--- src/rtl/spw_rx_pkt_pkg.sv ---
// spw_rx_pkt_pkg
//   Shared definitions for the SpaceWire receive packet assembler:
//   assembler state encoding, the EOP/EEP control codes and the bit
//   position of the control flag in the 9-bit FIFO word.
package spw_rx_pkt_pkg;

  typedef enum logic [1:0] {
    ST_IDLE    = 2'd0,
    ST_HOLD    = 2'd1,
    ST_DISCARD = 2'd2
  } rx_state_e;

  localparam logic [7:0] SPW_EOP  = 8'h00;
  localparam logic [7:0] SPW_EEP  = 8'h01;
  localparam int         CTRL_BIT = 8;

endpackage

--- src/rtl/spw_rx_packet_assembler.sv ---
// spw_rx_packet_assembler
//   Drains the SpaceWire RX FIFO, strips EOP/EEP markers and presents the
//   packet bytes on a valid/ready byte stream. One byte is held back so the
//   end-of-packet marker can be attached to it as m_last/m_err. Packets
//   longer than MAX_PKT_LEN are cut at MAX_PKT_LEN bytes (last byte flagged
//   err) and the remainder up to the next marker is discarded.
//
//   state   | meaning
//   --------+------------------------------------------------------------
//   IDLE    | between packets, no byte held back
//   HOLD    | one byte held in pend, waiting for the next character
//   DISCARD | packet truncated, dropping data until EOP/EEP
//
// Ports
//   ppll_100_MHZ    system clock (FIFO read side clock)
//   reset_spw       synchronous active-high reset
//   f_empty_rx      RX FIFO empty
//   datarx_flag     FIFO read data, valid the cycle after read_rx_fifo_en
//   read_rx_fifo_en FIFO read strobe
//   m_data/m_valid/m_ready/m_last/m_err  output byte stream
//   pkt_len         bytes emitted so far in the current packet
//   pkt_count       packets delivered (wraps)
//   err_count       packets delivered with m_err (wraps)
module spw_rx_packet_assembler
  import spw_rx_pkt_pkg::*;
#(
  parameter int MAX_PKT_LEN = 256,
  parameter int LEN_W       = 16
) (
  input  logic             ppll_100_MHZ,
  input  logic             reset_spw,
  input  logic             f_empty_rx,
  input  logic [8:0]       datarx_flag,
  output logic             read_rx_fifo_en,
  output logic [7:0]       m_data,
  output logic             m_valid,
  input  logic             m_ready,
  output logic             m_last,
  output logic             m_err,
  output logic [LEN_W-1:0] pkt_len,
  output logic [LEN_W-1:0] pkt_count,
  output logic [LEN_W-1:0] err_count
);

  localparam logic [LEN_W:0] MAX_LEN = (LEN_W+1)'(MAX_PKT_LEN);

  rx_state_e  state, state_nxt;
  logic       rd_inflight;
  logic [7:0] pend;

  logic is_ctrl, is_eop, at_limit, out_stall, last_hs;
  logic load, ld_last, ld_err, pend_we, len_inc, len_clr;

  assign is_ctrl   = datarx_flag[CTRL_BIT];
  assign is_eop    = is_ctrl && (datarx_flag[7:0] == SPW_EOP);
  assign at_limit  = ({1'b0, pkt_len} + (LEN_W+1)'(1)) == MAX_LEN;
  assign out_stall = m_valid && !m_ready;
  assign last_hs   = m_valid && m_ready && m_last;

  // Reads are spaced two cycles apart and never issued under a stall, so a
  // captured character always finds the output register free.
  assign read_rx_fifo_en = !reset_spw && !f_empty_rx && !rd_inflight && !out_stall;

  always_comb begin
    state_nxt = state;
    load      = 1'b0;
    ld_last   = 1'b0;
    ld_err    = 1'b0;
    pend_we   = 1'b0;
    len_inc   = 1'b0;
    len_clr   = 1'b0;
    if (rd_inflight) begin
      case (state)
        ST_IDLE: begin
          // A marker here closes an empty packet, which is simply dropped.
          if (!is_ctrl) begin
            pend_we   = 1'b1;
            state_nxt = ST_HOLD;
          end
        end
        ST_HOLD: begin
          load = 1'b1;
          if (!is_ctrl) begin
            if (at_limit) begin
              ld_last   = 1'b1;
              ld_err    = 1'b1;
              state_nxt = ST_DISCARD;
            end else begin
              pend_we = 1'b1;
              len_inc = 1'b1;
            end
          end else begin
            ld_last   = 1'b1;
            ld_err    = !is_eop;
            len_clr   = 1'b1;
            state_nxt = ST_IDLE;
          end
        end
        ST_DISCARD: begin
          if (is_ctrl) begin
            len_clr   = 1'b1;
            state_nxt = ST_IDLE;
          end
        end
        default: state_nxt = ST_IDLE;
      endcase
    end
  end

  always_ff @(posedge ppll_100_MHZ) begin
    if (reset_spw) begin
      state       <= ST_IDLE;
      rd_inflight <= 1'b0;
      pend        <= 8'h00;
      m_valid     <= 1'b0;
      m_data      <= 8'h00;
      m_last      <= 1'b0;
      m_err       <= 1'b0;
      pkt_len     <= '0;
      pkt_count   <= '0;
      err_count   <= '0;
    end else begin
      state       <= state_nxt;
      rd_inflight <= read_rx_fifo_en;

      if (pend_we) pend <= datarx_flag[7:0];

      if (load) begin
        m_valid <= 1'b1;
        m_data  <= pend;
        m_last  <= ld_last;
        m_err   <= ld_err;
      end else if (m_ready) begin
        m_valid <= 1'b0;
      end

      if (len_clr || last_hs) pkt_len <= '0;
      else if (len_inc)       pkt_len <= pkt_len + 1'b1;

      if (last_hs) begin
        pkt_count <= pkt_count + 1'b1;
        if (m_err) err_count <= err_count + 1'b1;
      end
    end
  end

endmodule
--- config.mk ---
export PLATFORM = sky130hd
export DESIGN_NAME = spw_rx_packet_assembler
export DESIGN_NICKNAME = d
export VERILOG_FILES = /design/src/rtl/spw_rx_pkt_pkg.sv /design/src/rtl/spw_rx_packet_assembler.sv
export SDC_FILE = /design/constraint.sdc
export NUM_CORES = 1
export LEC_CHECK = 0
export BUFFER_PORTS_ARGS = -buffer_cell sky130_fd_sc_hd__buf_2
export CORE_MARGIN = 3
export CORE_UTILIZATION = 30
export DETAILED_ROUTE_END_ITERATION = 8
export GPL_TIMING_DRIVEN = 0
export SLEW_MARGIN = 5
export SYNTH_ARGS = -nofsm -noshare
export SYNTH_HDL_FRONTEND = slang
export SYNTH_SLANG_ARGS = --single-unit
export TNS_END_PERCENT = 50
--- constraint.sdc ---
create_clock -name ppll_100_MHZ -period 2.7 [get_ports ppll_100_MHZ]
set_input_delay 0.135 -clock ppll_100_MHZ [delete_from_list [all_inputs] [get_ports ppll_100_MHZ]]
set_output_delay 0.135 -clock ppll_100_MHZ [all_outputs]
set_load 0.02 [all_outputs]
==> results.cfg <==
[global_routing]
track_usage_pct = 14.21
grt_max_degree = 15
grt_overflow = 0
grt_antenna_before_repair = 0
grt_pass1_vias = 2771
grt_pass1_wl_um = 13450

[place]
placed_area_um2 = 3786
hpwl_um = 5983
place_congestion = 0.7948
post-place-ws_ps = -258.7
io_buffers = 70

[timing]
hold_viol = 0
finClkSkew_ps = 7.040
slew_violations = 0
worst_slack_ps = 101.2
fin_setup_tns_ps = 0
whs_ps = 114.0
worst_pin_slew_ps = 758.9
setup_viol = 0
max_freq_mhz = 384.8
timing.final.crit_share_pct = 96.25
fin_crit_ps = 2599
relSlewSlack_pct = 49.02

[finish]
multi_input_area_um2 = 1839
fin_nets = 502
layout-drive-gt1-share_pct = 26.69
design_area_um2 = 4263
area_delta_synth_final_pct = 30.54
ff_latch_area_um2 = 1408
n_antenna_cell = 0
n_fill_cell = 1074

[clock_network]
htree_levels = 3
insertion_delay_ps = 360
cts.path.max_buffers = 2
cts-root-buf = clkbuf_8
cts_tree = built
path_clk_slew_ps = 80
clock_sinks = 70
numCtsBuffers = 9

[worst_hold_path]
min_path_cells = 4
hold_path_class = in -> reg
holdCritStartpoint = m_ready

[pwr]
clockPowerShare_pct = 41.5
switchingPower_uw = 507.1
combPwrFrac_pct = 4.3
powerDensity_nw_per_um2 = 451.9
ir_drop_uv = 198.4
p_int_mw = 1.419
p_leak_nw = 1.729
p_seq_share_pct = 54.2
power_mw = 1.926
swShare_pct = 26.33

[logic_synthesis]
synth-edff-count = 0
yosysTopAreaCellShare_pct = 42.91
avgSynthCellArea_um2 = 8.594
seq_area_frac_synth_pct = 42.91
yosysTopAreaCell = dfxtp_1
synthTopCellsByCount = dfxtp_1 (70), nand2_1 (44), nor2_1 (38)
ys_ff_latch = 70
synthArstFlopShare_pct = 0
synthCells = 380
ys_warn_count = 0
synth.cell_area_um2 = 3266
synth_nets = 400
synthTopCellsByArea = dfxtp_1 (43%), xor2_1 (5.4%), nand2_1 (5.1%), a21oi_1 (4.4%), nor2_1 (4.4%)
yosysMostFrequentCell = dfxtp_1
yosysUniqueCellTypes = 47
synth-main-ff-cell = dfxtp_1

[detailed_routing]
viasPerCell = 4.941
drtIter0Drc = 305
wl_um = 8455
ant_nets = 0
dr.pass1.iters = 4
top_layer = met4
dr_total_vias = 3078
avgRoutedWirePerCell_um = 13.57
drc = 0
wl_met2_um = 3907
wl_met1_um = 3976
wl_met3_um = 313

[worst_setup_path]
cpMaxStageDelayCell = or4_1
start_kind = register
r2r-start = pkt_len[2]
cp-startpoint = pkt_len[2]
slowest_delay_ps = 480
crit_path_frequent_cell = buf_6
required_ps = 2980
crit_path_end_kind = register
path_cells = buf_6 -> nand4_1 -> buf_4 -> o41a_1 -> a31oi_2 -> a2111oi_4 -> a211o_1 -> buf_6 -> or4_1 -> a21oi_2
critPathArrivalTime_ps = 2880
critPathKind = reg -> reg
r2r_cells = 10
crit_fanout = 10

[die]
die_area_um2 = 12170
rows = 37
io_pins = 73
initial_utilization_pct = 31.21
die-height_um = 110.3
core_um2 = 10460
die_x_um = 110.3

[job]
maxCapViolCount = 0

[run_status]
outcome = finished clean
[metrics by stage]
step           instances  util, %
2_1_floorplan        380        -
3_3_place_gp         586    36.19
3_5_place_dp         586    36.19
5_1_grt              623    40.74
6_report             623    40.74
4_1_cts              611    39.05
[critical path: cells and delay by family, from the launching register on]
kind | cells | cell delay, ps
DFF | 1 | 340
and+or+nand+nor | 2 | 580
AOI/OAI and AO/OA | 5 | 1160
buffers and inverters | 3 | 450
[power by group through the flow]
stage | sequential (mW) | clock [mW] | combinational (mW)
after floorplan | 1.07 | 0 | 0.0419
after global placement | 1.07 | 0 | 0.0683
after detailed placement | 1.07 | 0 | 0.0692
after CTS | 1.04 | 0.828 | 0.0795
after global routing | 1.05 | 0.873 | 0.0931
final | 1.04 | 0.799 | 0.0832
[what timing repair did]
action	4_1_cts	5_1_grt
hold buffers	9	0
endpoints found under the hold margin	9	0
endpoints found under the setup margin	27	24
buffers inserted	0	12
gates cloned	0	0
pin swaps	0	8
resized for setup	6	18
[state kept, by name, summed over array words and instances, names as in the netlist]
| name | cells |
|---|---|
| state | 2 |
| m_valid | 1 |
| pend | 8 |
| m_data | 8 |
| err_count | 16 |
| rd_inflight | 1 |
| pkt_count | 16 |
| m_last | 1 |
| pkt_len | 16 |
| m_err | 1 |
[final cells by class]
cell class,instances,area share (%)
inverter,6,0.5283
timing repair buffer,91,12.44
tap,136,3.992
clock inverter,7,1.350
clock buffer,9,2.906
multi-input combinational,284,43.15
sequential,70,33.02
buffer,20,2.612
[logic make-up after synthesis]
kind of cell / after synthesis / synth area share [%]
adder cells (fa/ha/maj): 7 / 2.682
AO/OA/AOI/OAI: 73 / 14.44
multiplexers: 4 / 1.226
buffers and inverters: 26 / 3.716
flip-flops: 70 / 42.91
AND/OR/NAND/NOR: 168 / 26.44
XOR/XNOR: 32 / 8.582
[routing by layer]
layer / vias up / GRT usage, %
met3: 18 / 2.679
met2: 68 / 21.66
met1: 1447 / 19.02
met4: 0 / 7.476
li1: 1545 / -
met5: - / 0
[cell usage in the layout (no fill, tap or decap), types with 9 or more instances in the layout]
cell / Yosys / routed
nand2_1: 44 / 44
or3_1: 17 / 17
xor2_1: 20 / 20
dlygate4sd3_1: 0 / 9
and3_1: 10 / 10
dfxtp_1: 70 / 65
o21ai_0: 15 / 15
nand3_1: 21 / 19
nor2_1: 38 / 37
a21oi_1: 29 / 28
buf_2: 4 / 72
xnor2_1: 12 / 11
buf_4: 3 / 13
clkbuf_8: 0 / 9
[final timing paths]
check | to | slack, ps
max | pkt_len[14] | 100
min reg2reg | m_data[1] | 460
max reg2reg | pkt_len[14] | 100
min | m_valid | 110
No activity file was read; power rests on OpenSTA's default activity.
